`src/rtl/z80_blkxfer_seq_pkg.sv`:
```
// Shared definitions for the Z80 block-transfer sequencer: FSM encodings,
// flag bit positions and masks, and the result bundle produced by the regcalc.
package z80_blkxfer_seq_pkg;

  typedef logic [2:0] state_t;

  localparam state_t S_IDLE = 3'd0;
  localparam state_t S_RD   = 3'd1;
  localparam state_t S_WR   = 3'd2;
  localparam state_t S_EXT  = 3'd3;
  localparam state_t S_REP  = 3'd4;
  localparam state_t S_DONE = 3'd5;

  localparam int FLAG_S  = 7;
  localparam int FLAG_Z  = 6;
  localparam int FLAG_Y  = 5;
  localparam int FLAG_H  = 4;
  localparam int FLAG_X  = 3;
  localparam int FLAG_PV = 2;
  localparam int FLAG_N  = 1;
  localparam int FLAG_C  = 0;

  localparam logic [7:0] FMASK_Y  = 8'h20;
  localparam logic [7:0] FMASK_H  = 8'h10;
  localparam logic [7:0] FMASK_X  = 8'h08;
  localparam logic [7:0] FMASK_PV = 8'h04;
  localparam logic [7:0] FMASK_N  = 8'h02;

  typedef struct packed {
    logic [15:0] hl;
    logic [15:0] de;
    logic [15:0] bc;
    logic [7:0]  f;
    logic [15:0] ip;
    logic        rep;
  } regs_t;

  function automatic logic [15:0] step16(input logic [15:0] v, input logic dec);
    return dec ? v - 16'd1 : v + 16'd1;
  endfunction

endpackage

```
`src/rtl/z80_blkxfer_seq_if.sv`:
```
// Memory-cycle handshake between the block-transfer sequencer (master)
// and the bus M-cycle controller (slave).
interface z80_blkxfer_seq_if;
  logic        mem_req;
  logic        mem_we;
  logic [15:0] mem_addr;
  logic [7:0]  mem_wdata;
  logic [7:0]  mem_rdata;
  logic        mem_ack;

  modport master (output mem_req, mem_we, mem_addr, mem_wdata,
                  input  mem_rdata, mem_ack);
  modport slave  (input  mem_req, mem_we, mem_addr, mem_wdata,
                  output mem_rdata, mem_ack);
endinterface

```
`src/rtl/z80_blkxfer_seq_regcalc.sv`:
```
// Combinational register-file update for LDI/LDD/LDIR/LDDR.
// Z80_BLKXFER_UNDOC_FLAGS_EN derives Y/X from (byte + A) as real silicon does.
module z80_blkxfer_regcalc
  import z80_blkxfer_seq_pkg::*;
(
  input  logic        i_mode_dec,
  input  logic        i_mode_rep,
  input  logic [15:0] i_hl,
  input  logic [15:0] i_de,
  input  logic [15:0] i_bc,
  input  logic [15:0] i_ip,
  input  logic [7:0]  i_f,
  input  logic [7:0]  i_byte,
  input  logic [7:0]  i_a,
  output regs_t       o_regs
);

  logic [15:0] w_bc_new;
  logic        w_bc_nz;
  logic        w_rep;
  logic [7:0]  w_f;

  assign w_bc_new = i_bc - 16'd1;
  assign w_bc_nz  = (w_bc_new != 16'd0);
  assign w_rep    = i_mode_rep & w_bc_nz;

`ifdef Z80_BLKXFER_UNDOC_FLAGS_EN
  logic [7:0] w_n;
  assign w_n = i_byte + i_a;
`else
  logic w_unused_byte_a;
  assign w_unused_byte_a = ^{i_byte, i_a};
`endif

  always_comb begin
    w_f = i_f & ~(FMASK_H | FMASK_N | FMASK_PV);
    w_f[FLAG_PV] = w_bc_nz;
`ifdef Z80_BLKXFER_UNDOC_FLAGS_EN
    w_f[FLAG_Y] = w_n[1];
    w_f[FLAG_X] = w_n[3];
`endif
  end

  assign o_regs.hl  = step16(i_hl, i_mode_dec);
  assign o_regs.de  = step16(i_de, i_mode_dec);
  assign o_regs.bc  = w_bc_new;
  assign o_regs.f   = w_f;
  assign o_regs.ip  = w_rep ? i_ip : i_ip + 16'd2;
  assign o_regs.rep = w_rep;

endmodule

```
`src/rtl/z80_blkxfer_seq.sv`:
```
// Z80 block-transfer sequencer: read (HL), write (DE), extended T-states and
// optional repeat cycle. Optional macro: Z80_BLKXFER_UNDOC_FLAGS_EN.
module z80_blkxfer_seq
  import z80_blkxfer_seq_pkg::*;
#(
  parameter int EXT_T = 2,
  parameter int REP_T = 5
) (
  input  logic                clk,
  input  logic                reset,
  input  logic                start,
  input  logic                mode_dec,
  input  logic                mode_rep,
  input  logic [15:0]         hl_in,
  input  logic [15:0]         de_in,
  input  logic [15:0]         bc_in,
  input  logic [7:0]          f_in,
  input  logic [7:0]          a_in,
  input  logic [15:0]         ip_in,
  z80_blkxfer_seq_if.master   mem,
  output logic                busy,
  output logic                done,
  output logic [15:0]         hl_out,
  output logic [15:0]         de_out,
  output logic [15:0]         bc_out,
  output logic [7:0]          f_out,
  output logic [15:0]         ip_out,
  output logic                repeat_out
);

  state_t      r_state;
  logic [7:0]  r_tcnt;
  logic        r_mode_dec, r_mode_rep;
  logic [15:0] r_hl, r_de, r_bc, r_ip;
  logic [7:0]  r_f, r_a, r_byte;
  regs_t       r_res;
  regs_t       w_calc;
  logic        w_ext_last, w_rep_last, w_finish;

  z80_blkxfer_regcalc u_regcalc (
    .i_mode_dec (r_mode_dec),
    .i_mode_rep (r_mode_rep),
    .i_hl       (r_hl),
    .i_de       (r_de),
    .i_bc       (r_bc),
    .i_ip       (r_ip),
    .i_f        (r_f),
    .i_byte     (r_byte),
    .i_a        (r_a),
    .o_regs     (w_calc)
  );

  assign w_ext_last = (r_tcnt == 8'(EXT_T - 1));
  assign w_rep_last = (r_tcnt == 8'(REP_T - 1));
  assign w_finish   = ((r_state == S_EXT) && w_ext_last && !w_calc.rep) ||
                      ((r_state == S_REP) && w_rep_last);

  always_ff @(posedge clk or posedge reset) begin
    if (reset) begin
      r_state    <= S_IDLE;
      r_tcnt     <= 8'd0;
      r_mode_dec <= 1'b0;
      r_mode_rep <= 1'b0;
      r_hl       <= 16'd0;
      r_de       <= 16'd0;
      r_bc       <= 16'd0;
      r_ip       <= 16'd0;
      r_f        <= 8'd0;
      r_a        <= 8'd0;
      r_byte     <= 8'd0;
    end else begin
      case (r_state)
        S_IDLE: if (start) begin
          r_mode_dec <= mode_dec;
          r_mode_rep <= mode_rep;
          r_hl       <= hl_in;
          r_de       <= de_in;
          r_bc       <= bc_in;
          r_ip       <= ip_in;
          r_f        <= f_in;
          r_a        <= a_in;
          r_state    <= S_RD;
        end
        S_RD: if (mem.mem_ack) begin
          r_byte  <= mem.mem_rdata;
          r_state <= S_WR;
        end
        S_WR: if (mem.mem_ack) begin
          r_tcnt  <= 8'd0;
          r_state <= S_EXT;
        end
        S_EXT: begin
          if (w_ext_last) begin
            r_tcnt  <= 8'd0;
            r_state <= w_calc.rep ? S_REP : S_DONE;
          end else begin
            r_tcnt <= r_tcnt + 8'd1;
          end
        end
        S_REP: begin
          if (w_rep_last) begin
            r_tcnt  <= 8'd0;
            r_state <= S_DONE;
          end else begin
            r_tcnt <= r_tcnt + 8'd1;
          end
        end
        default: r_state <= S_IDLE;
      endcase
    end
  end

  // Results are captured on entry to DONE and held until the next completion.
  always_ff @(posedge clk or posedge reset) begin
    if (reset) begin
      r_res <= '0;
    end else if (w_finish) begin
      r_res <= w_calc;
    end
  end

  assign mem.mem_req   = (r_state == S_RD) || (r_state == S_WR);
  assign mem.mem_we    = (r_state == S_WR);
  assign mem.mem_addr  = (r_state == S_RD) ? r_hl :
                         (r_state == S_WR) ? r_de : 16'd0;
  assign mem.mem_wdata = (r_state == S_WR) ? r_byte : 8'd0;

  assign busy       = (r_state == S_RD) || (r_state == S_WR) ||
                      (r_state == S_EXT) || (r_state == S_REP);
  assign done       = (r_state == S_DONE);
  assign hl_out     = r_res.hl;
  assign de_out     = r_res.de;
  assign bc_out     = r_res.bc;
  assign f_out      = r_res.f;
  assign ip_out     = r_res.ip;
  assign repeat_out = r_res.rep;

endmodule

```
`src/flat_wrapper.sv`:
```
// flat-port wrapper written by rule: the top's interface ports become plain ports
module z80_blkxfer_seq_flat import z80_blkxfer_seq_pkg::*;
#(
  parameter int EXT_T = 2,
  parameter int REP_T = 5
)
  (clk, reset, start, mode_dec, mode_rep, hl_in, de_in, bc_in, f_in, a_in, ip_in, busy, done, hl_out, de_out, bc_out, f_out, ip_out, repeat_out, mem_mem_req, mem_mem_we, mem_mem_addr, mem_mem_wdata, mem_mem_rdata, mem_mem_ack);
  z80_blkxfer_seq_if mem_i ();
  input  logic clk;
  input  logic reset;
  input  logic start;
  input  logic mode_dec;
  input  logic mode_rep;
  input  logic [15:0] hl_in;
  input  logic [15:0] de_in;
  input  logic [15:0] bc_in;
  input  logic [7:0] f_in;
  input  logic [7:0] a_in;
  input  logic [15:0] ip_in;
  output logic busy;
  output logic done;
  output logic [15:0] hl_out;
  output logic [15:0] de_out;
  output logic [15:0] bc_out;
  output logic [7:0] f_out;
  output logic [15:0] ip_out;
  output logic repeat_out;
  output wire logic [$bits(mem_i.mem_req)-1:0] mem_mem_req;
  output wire logic [$bits(mem_i.mem_we)-1:0] mem_mem_we;
  output wire logic [$bits(mem_i.mem_addr)-1:0] mem_mem_addr;
  output wire logic [$bits(mem_i.mem_wdata)-1:0] mem_mem_wdata;
  input wire logic [$bits(mem_i.mem_rdata)-1:0] mem_mem_rdata;
  input wire logic [$bits(mem_i.mem_ack)-1:0] mem_mem_ack;
  assign mem_mem_req = mem_i.mem_req;
  assign mem_mem_we = mem_i.mem_we;
  assign mem_mem_addr = mem_i.mem_addr;
  assign mem_mem_wdata = mem_i.mem_wdata;
  assign mem_i.mem_rdata = mem_mem_rdata;
  assign mem_i.mem_ack = mem_mem_ack;
  z80_blkxfer_seq #(.EXT_T(EXT_T), .REP_T(REP_T)) u_core (.clk(clk), .reset(reset), .start(start), .mode_dec(mode_dec), .mode_rep(mode_rep), .hl_in(hl_in), .de_in(de_in), .bc_in(bc_in), .f_in(f_in), .a_in(a_in), .ip_in(ip_in), .mem(mem_i), .busy(busy), .done(done), .hl_out(hl_out), .de_out(de_out), .bc_out(bc_out), .f_out(f_out), .ip_out(ip_out), .repeat_out(repeat_out));
endmodule
```
`config.mk`:
```
export PLATFORM = sky130hd
export DESIGN_NAME = z80_blkxfer_seq_flat
export DESIGN_NICKNAME = d
export VERILOG_FILES = /design/src/rtl/z80_blkxfer_seq_pkg.sv /design/src/rtl/z80_blkxfer_seq_if.sv /design/src/rtl/z80_blkxfer_seq_regcalc.sv /design/src/rtl/z80_blkxfer_seq.sv /design/src/flat_wrapper.sv
export SDC_FILE = /design/constraint.sdc
export NUM_CORES = 1
export LEC_CHECK = 0
export CAP_MARGIN = 20
export CORE_ASPECT_RATIO = 0.6
export CORE_MARGIN = 8
export CORE_UTILIZATION = 58
export CTS_BUF_LIST = sky130_fd_sc_hd__clkbuf_2 sky130_fd_sc_hd__clkbuf_4 sky130_fd_sc_hd__clkbuf_8
export CTS_CLUSTER_SIZE = 16
export DETAILED_ROUTE_END_ITERATION = 6
export MAX_ROUTING_LAYER = met4
export PLACE_DENSITY_LB_ADDON = 0.05
export SLEW_MARGIN = 20
export SYNTH_ARGS = -nofsm -noshare
export SYNTH_HDL_FRONTEND = slang
export SYNTH_HIERARCHICAL = 1
export SYNTH_SLANG_ARGS = --single-unit
```
`constraint.sdc`:
```
create_clock -name clk -period 11.4 [get_ports clk]
set_clock_uncertainty 0.1 [all_clocks]
set_input_delay 2.28 -clock clk [delete_from_list [all_inputs] [get_ports clk]]
set_output_delay 2.28 -clock clk [all_outputs]
set_load 0.05 [all_outputs]
```
-- Yosys cells after proc, flatten, opt, wreduce, memory -nomap -nowiden
Cells that the tools add are included.
- bitwise operators: 1
- equality and inequality tests: 12
- multiplexer cells: 17
- $add $sub $neg: 7
- reductions and logical operators: 15
- operators by type and width (kind ; count):
    16-bit 2-to-1 mux ; 5
    16-bit by 1-bit subtractor with 16-bit output (second input constant) ; 3
    16-bit by 1-bit adder with 16-bit output (second input constant) ; 2
    8-bit 2-to-1 mux ; 4
    8-bit case mux with 3 select lines ; 1
    16-bit by 2-bit adder with 16-bit output (second input constant) ; 1
    16-bit nonzero test ; 1
    3-bit 2-to-1 mux ; 5
    3-bit case mux with 5 select lines ; 1
    8-bit by 1-bit adder with 8-bit output (second input constant) ; 1
    8-bit by 1-bit equality test with 1-bit output (second input constant) ; 1
    8-bit by 3-bit equality test with 1-bit output (second input constant) ; 1
    3-bit by 2-bit equality test with 1-bit output (second input constant) ; 2
    3-bit equality test (second input constant) ; 2
    2-bit by 1-bit != test with 1-bit output (second input constant) ; 3
    2-bit AND reduction ; 3
    5-bit AND reduction ; 1
    1-bit logical OR ; 4
    2-bit != test (second input constant) ; 2
    3-bit by 1-bit equality test with 1-bit output (second input constant) ; 1
    1-bit logical AND ; 3
    3-bit zero test ; 1
    3-bit nonzero test ; 1
    1-bit AND ; 1
    other kinds (2) ; 2
- word-level logic and storage cells: 68
- bits of input ports: 94
- bits in registers: 164

-- Depth between registers and ports, before layout
- word-level depth: 6
- mapped depth: 16
- depth with buffers taken out: 11

-- Cells and area by module
Netlist, hierarchy kept.
- by module, submodules not included (module ; area each (µm²) ; instances ; sequential area each (µm²) ; cells an instance):
    z80_blkxfer_seq ; 7388.3 ; 1 ; 4354.2 ; 464
    z80_blkxfer_regcalc ; 2107.0 ; 1 ; 0.0 ; 301

-- Worst setup path after synthesis
No wires, ideal clock.
- kind: reg-to-output
- from: register u_core.r_state[2]
- to: output port mem_mem_addr[14]
- slack: 6920 ps
- required time: 9020 ps
- stages on the path, launching flop included: 7
- arrival time: 2100 ps
- path through: dfrtp_1 buf_2 inv_1 nand2_1 nor2_1 clkbuf_1 a22o_1
- word-level cells in the longest chain between the ends: 3
- ends and longest elaborated chain (element ; RTL line ; text):
    start: declaration ; z80_blkxfer_seq.sv:31 ; state_t r_state;
    start signal: assignment ; z80_blkxfer_seq.sv:95 ; r_state <= w_calc.rep ? S_REP : S_DONE;
    3-bit by 2-bit equality test with 1-bit output ; n/a ;
    via mem_mem_we ; flat_wrapper.sv:29 ; output wire logic [$bits(mem_i.mem_we)-1:0] mem_mem_we;
    16-bit 2-to-1 mux ; z80_blkxfer_seq.sv:125 ; (r_state == S_WR) ? r_de : 16'd0;
    16-bit 2-to-1 mux ; z80_blkxfer_seq.sv:124 ; assign mem.mem_addr = (r_state == S_RD) ? r_hl :
    end: declaration ; flat_wrapper.sv:30 ; output wire logic [$bits(mem_i.mem_addr)-1:0] mem_mem_addr;
The timed path passes the listed nets, and every way through them passes these cells.

==> reports/qor.tcl <==
set qor(core_area_mm2) 0.0153
set qor(grt_setup_unrepaired) {no}
set qor(grt_busiest_layer) {met2}
set qor(floorplan.rows) 35
set qor(worst_pin_slew_ps) 935
set qor(run_status) {complete, no violations}
set qor(holdWs_ps) 400
set qor(antenna_found_initial) 0
set qor(syn_avg_cell_area_um2) 12.2
set qor(gr-total-overflow) 0
set qor(fp.dieW_um) 178
set qor(area.growth.synth_to_final_pct) 24.6
set qor(critPathMostFrequentCell) {inv_1}
set qor(clock_latency_ps) 440
set qor(post_cts.resized_instances) 0
set qor(clkSlewWorstSetupHoldPaths_ps) 100
set qor(setup.reg_to_reg.worst_slack_ps) 5890
set qor(cts.root.buffer_cell) {clkbuf_8}
set qor(grtUsageTotal_pct) 23.0
set qor(num_vias) 6428
set qor(worst_path_max_delay_cell) {buf_4}
set qor(hold_buf_cts) 0
set qor(maxCapViolCount) 0
set qor(crit_cells) 12
set qor(most-common-layout-cells) {183 x clkdlybuf4s50_1, 163 x dfrtp_1, 79 x mux2_2}
set qor(io-pin-count) 195
set qor(reg2regPathDepth) 12
set qor(hold_depth) 1
set qor(cts_max_level) 4
set qor(global_route.usage.met2_pct) 35.6
set qor(globalRouteMet3Util_pct) 3.99
set qor(dpl.hpwl_mm) 16.6
set qor(finalCritPeriodShare_pct) 48.4
set qor(first_iteration_detailed_routing_drc_count) 543
set qor(critical_path.cell_chain) {inv_1 -> ha_1 -> xor2_1 -> or4_1 -> a311oi_1 -> or4b_4 -> o21ai_2 -> inv_1 -> nor3_1 -> o21a_4 -> buf_4 -> mux2_1}
set qor(critical_path.n_buffers_inverters) 3
set qor(gp_routability_congestion) 0.857
set qor(layout_commonest_cell) {clkdlybuf4s50_1}
set qor(post_cts_buffers) 0
set qor(cp-end-kind) {flop}
set qor(detail_route.drc_violations) 0
set qor(clock_tree.buffer_depth) 2
set qor(wirelength_mm) 22.4
set qor(detail_route.wl_per_cell_um) 19.8
set qor(finalSetupViolCount) 0
set qor(cts_sinks) 163
set qor(cp_max_fo) 44
set qor(grt_pass1_vias) 6755
set qor(crit_family) {compound AO/OA/AOI/OAI gates}
set qor(slew_violations) 0
set qor(worst-endpoint-arrival_ps) 5740
set qor(n_fill_cell) 1016
set qor(clock.fmax_ghz) 0.181
set qor(cts_buffers) 17
set qor(antenna_cells_inserted) 0
set qor(mappedNetlistArea_mm2) 0.00910
set qor(viasPerCell) 5.69
set qor(dieHeight_um) 113
set qor(critical_setup_path_kind) {flop to flop}
set qor(met1_usage_pct) 31.6
set qor(worst_hold_path_type) {flop to flop}
set qor(final_nets) 1044
set qor(io_buffer_count) 183
set qor(slowest_cell_delay_on_critical_path_ps) 760
set qor(worst_ep_required_time_ps) 11630
set qor(cts_tree) {done}
set qor(slew-limit-headroom_pct) 37.6
set qor(fin_tns_setup_ps) 0
set qor(hold_violations) 0
set qor(ys.warnings.count) 6
set qor(grt_max_degree) 90
set qor(layout.core_utilization_pct) 73.9
set qor(initial_utilization_pct) 59.3
set qor(die-area_mm2) 0.0201
set qor(global_route_wire_length_before_repair_mm) 36.1
set qor(detail-route-antenna-nets) 0
set qor(drive_above_1_share_pct) 22.3
set qor(postSynthCellCount) 743
set qor(period_minus_slack_ps) 5510
set qor(start_kind) {flop}
set qor(detailedRoute.firstPassIterationCount) 5
worst paths after layout:
path / start / end
worst min-delay path: u_core/bc_out[3]$_DFFE_PP0P_ / u_core/bc_out[3]$_DFFE_PP0P_
min in group asynchronous: reset / u_core/r_state[1]$_DFFE_PP0P_
worst max-delay path: u_core/r_bc[0]$_DFFE_PP0P_ / u_core/bc_out[3]$_DFFE_PP0P_
max in group asynchronous: reset / u_core/r_hl[10]$_DFFE_PP0P_
worst min register to register: u_core/bc_out[3]$_DFFE_PP0P_ / u_core/bc_out[3]$_DFFE_PP0P_
worst max register to register: u_core/r_bc[0]$_DFFE_PP0P_ / u_core/bc_out[3]$_DFFE_PP0P_
area by class of cell:
type | count | area [µm²] | area share (%)
well taps | 203 | 254 | 2.24
inverters | 24 | 95.1 | 0.839
flip-flops and latches | 163 | 4080 | 36.0
multi-input cells | 518 | 4600 | 40.6
clock buffers | 19 | 262 | 2.31
repair buffers | 190 | 1880 | 16.6
clock inverters | 13 | 160 | 1.41
sequential cells by signal, indices dropped and copies added (netlist names):
signal and flops:
u_core/bc_out 16, u_core/de_out 16, u_core/f_out 8, u_core/hl_out 16
u_core/ip_out 16, u_core/r_bc 16, u_core/r_byte 8, u_core/r_de 16
u_core/r_f 5, u_core/r_hl 16, u_core/r_ip 16, u_core/r_mode_dec 1
u_core/r_mode_rep 1, u_core/r_state 3, u_core/r_tcnt 8, u_core/repeat_out 1
metal layers:
layer | up-vias | wire length [µm]
met5 | - | 0
met1 | 3236 | 10700
met2 | 178 | 10500
met4 | 0 | 194
li1 | 2993 | -
met3 | 21 | 977
through the flow:
| step | setup WS (ps) | cells | area, µm² |
|---|---|---|---|
| after global routing | 5690 | 1130 | 11300 |
| after CTS | 5910 | 1130 | 11300 |
| after global placement | 5990 | 1098 | 10900 |
| final | 5890 | 1130 | 11300 |
| after floorplan | 4620 | 744 | 9100 |
| after detailed placement | 5930 | 1098 | 10900 |
Power is not shown: default switching activity piles up to over one toggle a cycle in this logic, so the estimate is an artifact.
==> variant 1: new RTL, same flow settings <==
Add an input register stage for `mode_dec`; this delays it by one clock. The other inputs are not delayed to match.
--- a/src/rtl/z80_blkxfer_seq.sv
+++ b/src/rtl/z80_blkxfer_seq.sv
@@ -28,4 +28,10 @@
   output logic                repeat_out
 );
+
+  logic mode_dec_q;
+
+  always_ff @(posedge clk) begin
+    mode_dec_q <= mode_dec;
+  end
 
   state_t      r_state;
@@ -72,5 +78,5 @@
       case (r_state)
         S_IDLE: if (start) begin
-          r_mode_dec <= mode_dec;
+          r_mode_dec <= mode_dec_q;
           r_mode_rep <= mode_rep;
           r_hl       <= hl_in;
Check against the original RTL: not equivalent (a bounded check fails within 10 cycles, from zero or initial values and one cycle with reset high).
==> variant 1 against the original RTL <==
- register-to-register slack gained 0.75 ns
- sequential cell count is 1 higher
- critical path depth fell by 8
- first-iteration DRC count fell by 21%
- die area grew 0.79%
- synthesized cell count rose by 1.6%
- final area is 0.37% higher
- worst setup slack worse by 0.28 ns
- synthesized area increased by 0.89%
- hold slack worse by 0.011 ns
- wire length up 2.2%
- critical endpoint is now mem_mem_addr[15]
Power is left out: the tool's default activity adds up to more than one toggle a clock period on the data nets, which glitch-free logic cannot reach.
==> variant 1: results (changes against the original RTL) <==
metric,value,unit,change
drt_iter0_markers,430,,was 543
cts_max_level,4,,unchanged
place_hpwl,17.01,mm,was 16.63 mm
grt_pass1_wl,37.13,mm,was 36.07 mm
grt_max_degree,91,,was 90
hold_path_class,reg -> reg,,unchanged
antenna_found_initial,1,,was 0
worstHoldStart,u_core/r_byte[7],,was u_core/bc_out[3]
reg2reg_to,u_core/hl_out[15],,was u_core/bc_out[3]
fillers,1070,,was 1016
whs_endpoint,u_core/r_byte[7],,was u_core/bc_out[3]
critPathMaxFanout,25,,was 44
post-cts-setup-buffers,0,,unchanged
crit_end,mem_mem_addr[15],,was u_core/bc_out[3]
numPortBuffers,183,,unchanged
reg2reg_slack,6.64,ns,was 5.89 ns
max_stage_delay,0.88,ns,was 0.76 ns
drive_gt1_frac,0.2066,,was 0.2233
r2r_cells,9,,was 12
firstDrtPassIters,5,,unchanged
grt.total_usage,0.2360,,was 0.2300
path_delay_family,simple AND/OR/NAND/NOR gates,,was compound AO/OA/AOI/OAI gates
place.gp.congestion,0.9279,,was 0.8568
reg2reg_from,u_core/r_bc[4],,was u_core/r_bc[0]
vias_per_cell,5.717,,was 5.688
crit_slowest_cell,nor2b_2,,was buf_4
nets,1057,,was 1044
clock_latency,0.46,ns,was 0.44 ns
clk_pin_slew,0.09,ns,
root_buffer,clkbuf_8,,unchanged
status,"finished, final reports clean",,unchanged
grt_pass1_vias,7025,,was 6755
tightest_slew,1.034,ns,was 0.9354 ns
crit_arrival,3.42,ns,was 5.74 ns
worstSetupStartpoint,u_core/r_state[1],,was u_core/r_bc[0]
routed_wl,22.91,mm,was 22.41 mm
variant 1: area by class of cell:
cell class	count	area, sq um	area share
diodes	1	2.502	0.0002200
well taps	203	254.0	0.02233
clock inverters	12	122.6	0.01078
flip-flops and latches	164	4099	0.3603
repair buffers	188	1869	0.1643
clock buffers	19	255.2	0.02244
multi-input cells	523	4644	0.4083
inverters	33	128.9	0.01133
variant 1: routing by layer:
metal  global-route usage  share of wire  vias up
li1                     -              -     3034
met1               0.3073           0.45     3243
met2               0.3720           0.47      229
met3              0.04883          0.068       29
met4              0.06363          0.014        0
met5                    -              0        -
variant 1: through the flow:
stage	std cells	cell area, sq um	setup slack (ns)	hold WS [ns]	util
floorplan	756	9181	4.615	0.3389	-
global placement	1111	10990	6.223	0.3627	0.7129
detailed placement	1111	10990	6.151	0.3583	0.7129
CTS	1142	11370	5.623	0.3888	0.7374
global route	1143	11380	5.449	0.4127	0.7380
finish	1143	11380	5.603	0.3897	0.7380
==> variant 2: new RTL, same flow settings <==
Made on the original files. Build with the macro `Z80_BLKXFER_UNDOC_FLAGS_EN` defined.
--- a/src/rtl/z80_blkxfer_seq_regcalc.sv
+++ b/src/rtl/z80_blkxfer_seq_regcalc.sv
@@ -1,4 +1,6 @@
 // Combinational register-file update for LDI/LDD/LDIR/LDDR.
 // Z80_BLKXFER_UNDOC_FLAGS_EN derives Y/X from (byte + A) as real silicon does.
+`define Z80_BLKXFER_UNDOC_FLAGS_EN
+
 module z80_blkxfer_regcalc
   import z80_blkxfer_seq_pkg::*;
Function: changed (a bounded check fails within 10 cycles, from zero or initial values and one cycle with reset high).
==> variant 2 against the original RTL <==
- final area grew 5.3%
- sequential cell count grew 2
- critical endpoint is now mem_mem_addr[0]
- synthesized area grew 6.4%
- worst setup slack lost 0.025 ns
- wire length grew 11%
- hold slack lost 0.0031 ns
- die area grew 5.6%
Power is left out: the tool's default activity adds up to more than one toggle a clock period on the data nets, which glitch-free logic cannot reach.
==> variant 2: results (changes against the original RTL) <==
metric,value,unit,change
clock_latency,0.46,ns,was 0.44 ns
numPortBuffers,185,,was 183
grt_use_met3,0.07232,,was 0.03991
avgSynthCellArea,11.80,sq um,was 12.24 sq um
cts_buffers,17,,unchanged
root_buffer,clkbuf_8,,unchanged
critPathMaxFanout,16,,was 44
place.gp.congestion,0.8789,,was 0.8568
drive_gt1_frac,0.2164,,was 0.2233
final_antenna_net_count,0,,unchanged
drt_iter0_markers,656,,was 543
grt_pass1_wl,39.47,mm,was 36.07 mm
area_growth,23.31,%,was 24.59%
cts_resized,0,,unchanged
grt_use_met1,0.3296,,was 0.3158
buf_share,0.1590,,was 0.1663
routed_wl,24.86,mm,was 22.41 mm
clockBufferDepth,2,,unchanged
status,"finished, final reports clean",,unchanged
placed_cells,1200,,was 1098
multiInputGateArea,5087,sq um,was 4599 sq um
firstDrtPassIters,7,,was 5
crit_arrival,3.16,ns,was 5.74 ns
cts_max_level,4,,unchanged
grt_max_degree,95,,was 90
cts_sinks,165,,was 163
nNonClkBuffers,191,,was 190
place_hpwl,18.58,mm,was 16.63 mm
slew_headroom,0.3142,,was 0.3764
num-clock-buffers,18,,was 19
path_delay_family,buffers and inverters,,was compound AO/OA/AOI/OAI gates
clkCellAreaFrac,0.03398,,was 0.03720
wl_per_cell,20.20,microns,was 19.83 microns
grt_pass1_vias,7229,,was 6755
crit_slowest_cell,clkdlybuf4s50_1,,was buf_4
ys_warn_count,6,,unchanged
die_w,182.7,microns,was 177.7 microns
seq_area,4129,sq um,was 4079 sq um
hold_path_class,reg -> reg,,unchanged
grt_use_met2,0.3499,,was 0.3556
antenna_found_initial,0,,unchanged
vias_per_cell,5.799,,was 5.688
max_stage_delay,0.81,ns,was 0.76 ns
fillers,1124,,was 1016
grt.total_usage,0.2430,,was 0.2300
nets,1123,,was 1044
diodes,0,,unchanged
clk_pin_slew,0.09,ns,
placed_cell_area,11520,sq um,was 10910 sq um
nNonClkInverters,32,,was 24
pre_cts_slack,5.967,ns,was 5.932 ns
multi_input_cells,584,,was 518
post-cts-setup-buffers,0,,unchanged
variant 2: per-layer routing:
| layer | wire (microns) | up-vias |
|---|---|---|
| met5 | 0 | - |
| met4 | 300 | 0 |
| met3 | 1874 | 24 |
| met2 | 10740 | 266 |
| met1 | 11950 | 3532 |
| li1 | - | 3316 |
variant 2: path summary, 6_finish.rpt:
path / startpoint / to / slack (ns) / depth (start not counted)
worst max-delay path: u_core/r_state[2] / mem_mem_addr[0] / 5.86 / 6
worst min-delay path: u_core/bc_out[4] / u_core/bc_out[4] / 0.40 / 1
worst max register to register: u_core/r_bc[3] / u_core/ip_out[0] / 5.89 / 9
worst min register to register: u_core/bc_out[4] / u_core/bc_out[4] / 0.40 / 1
max in group asynchronous: reset / u_core/r_a[3] / 7.47 / 3
min in group asynchronous: reset / u_core/f_out[7] / 2.28 / 2
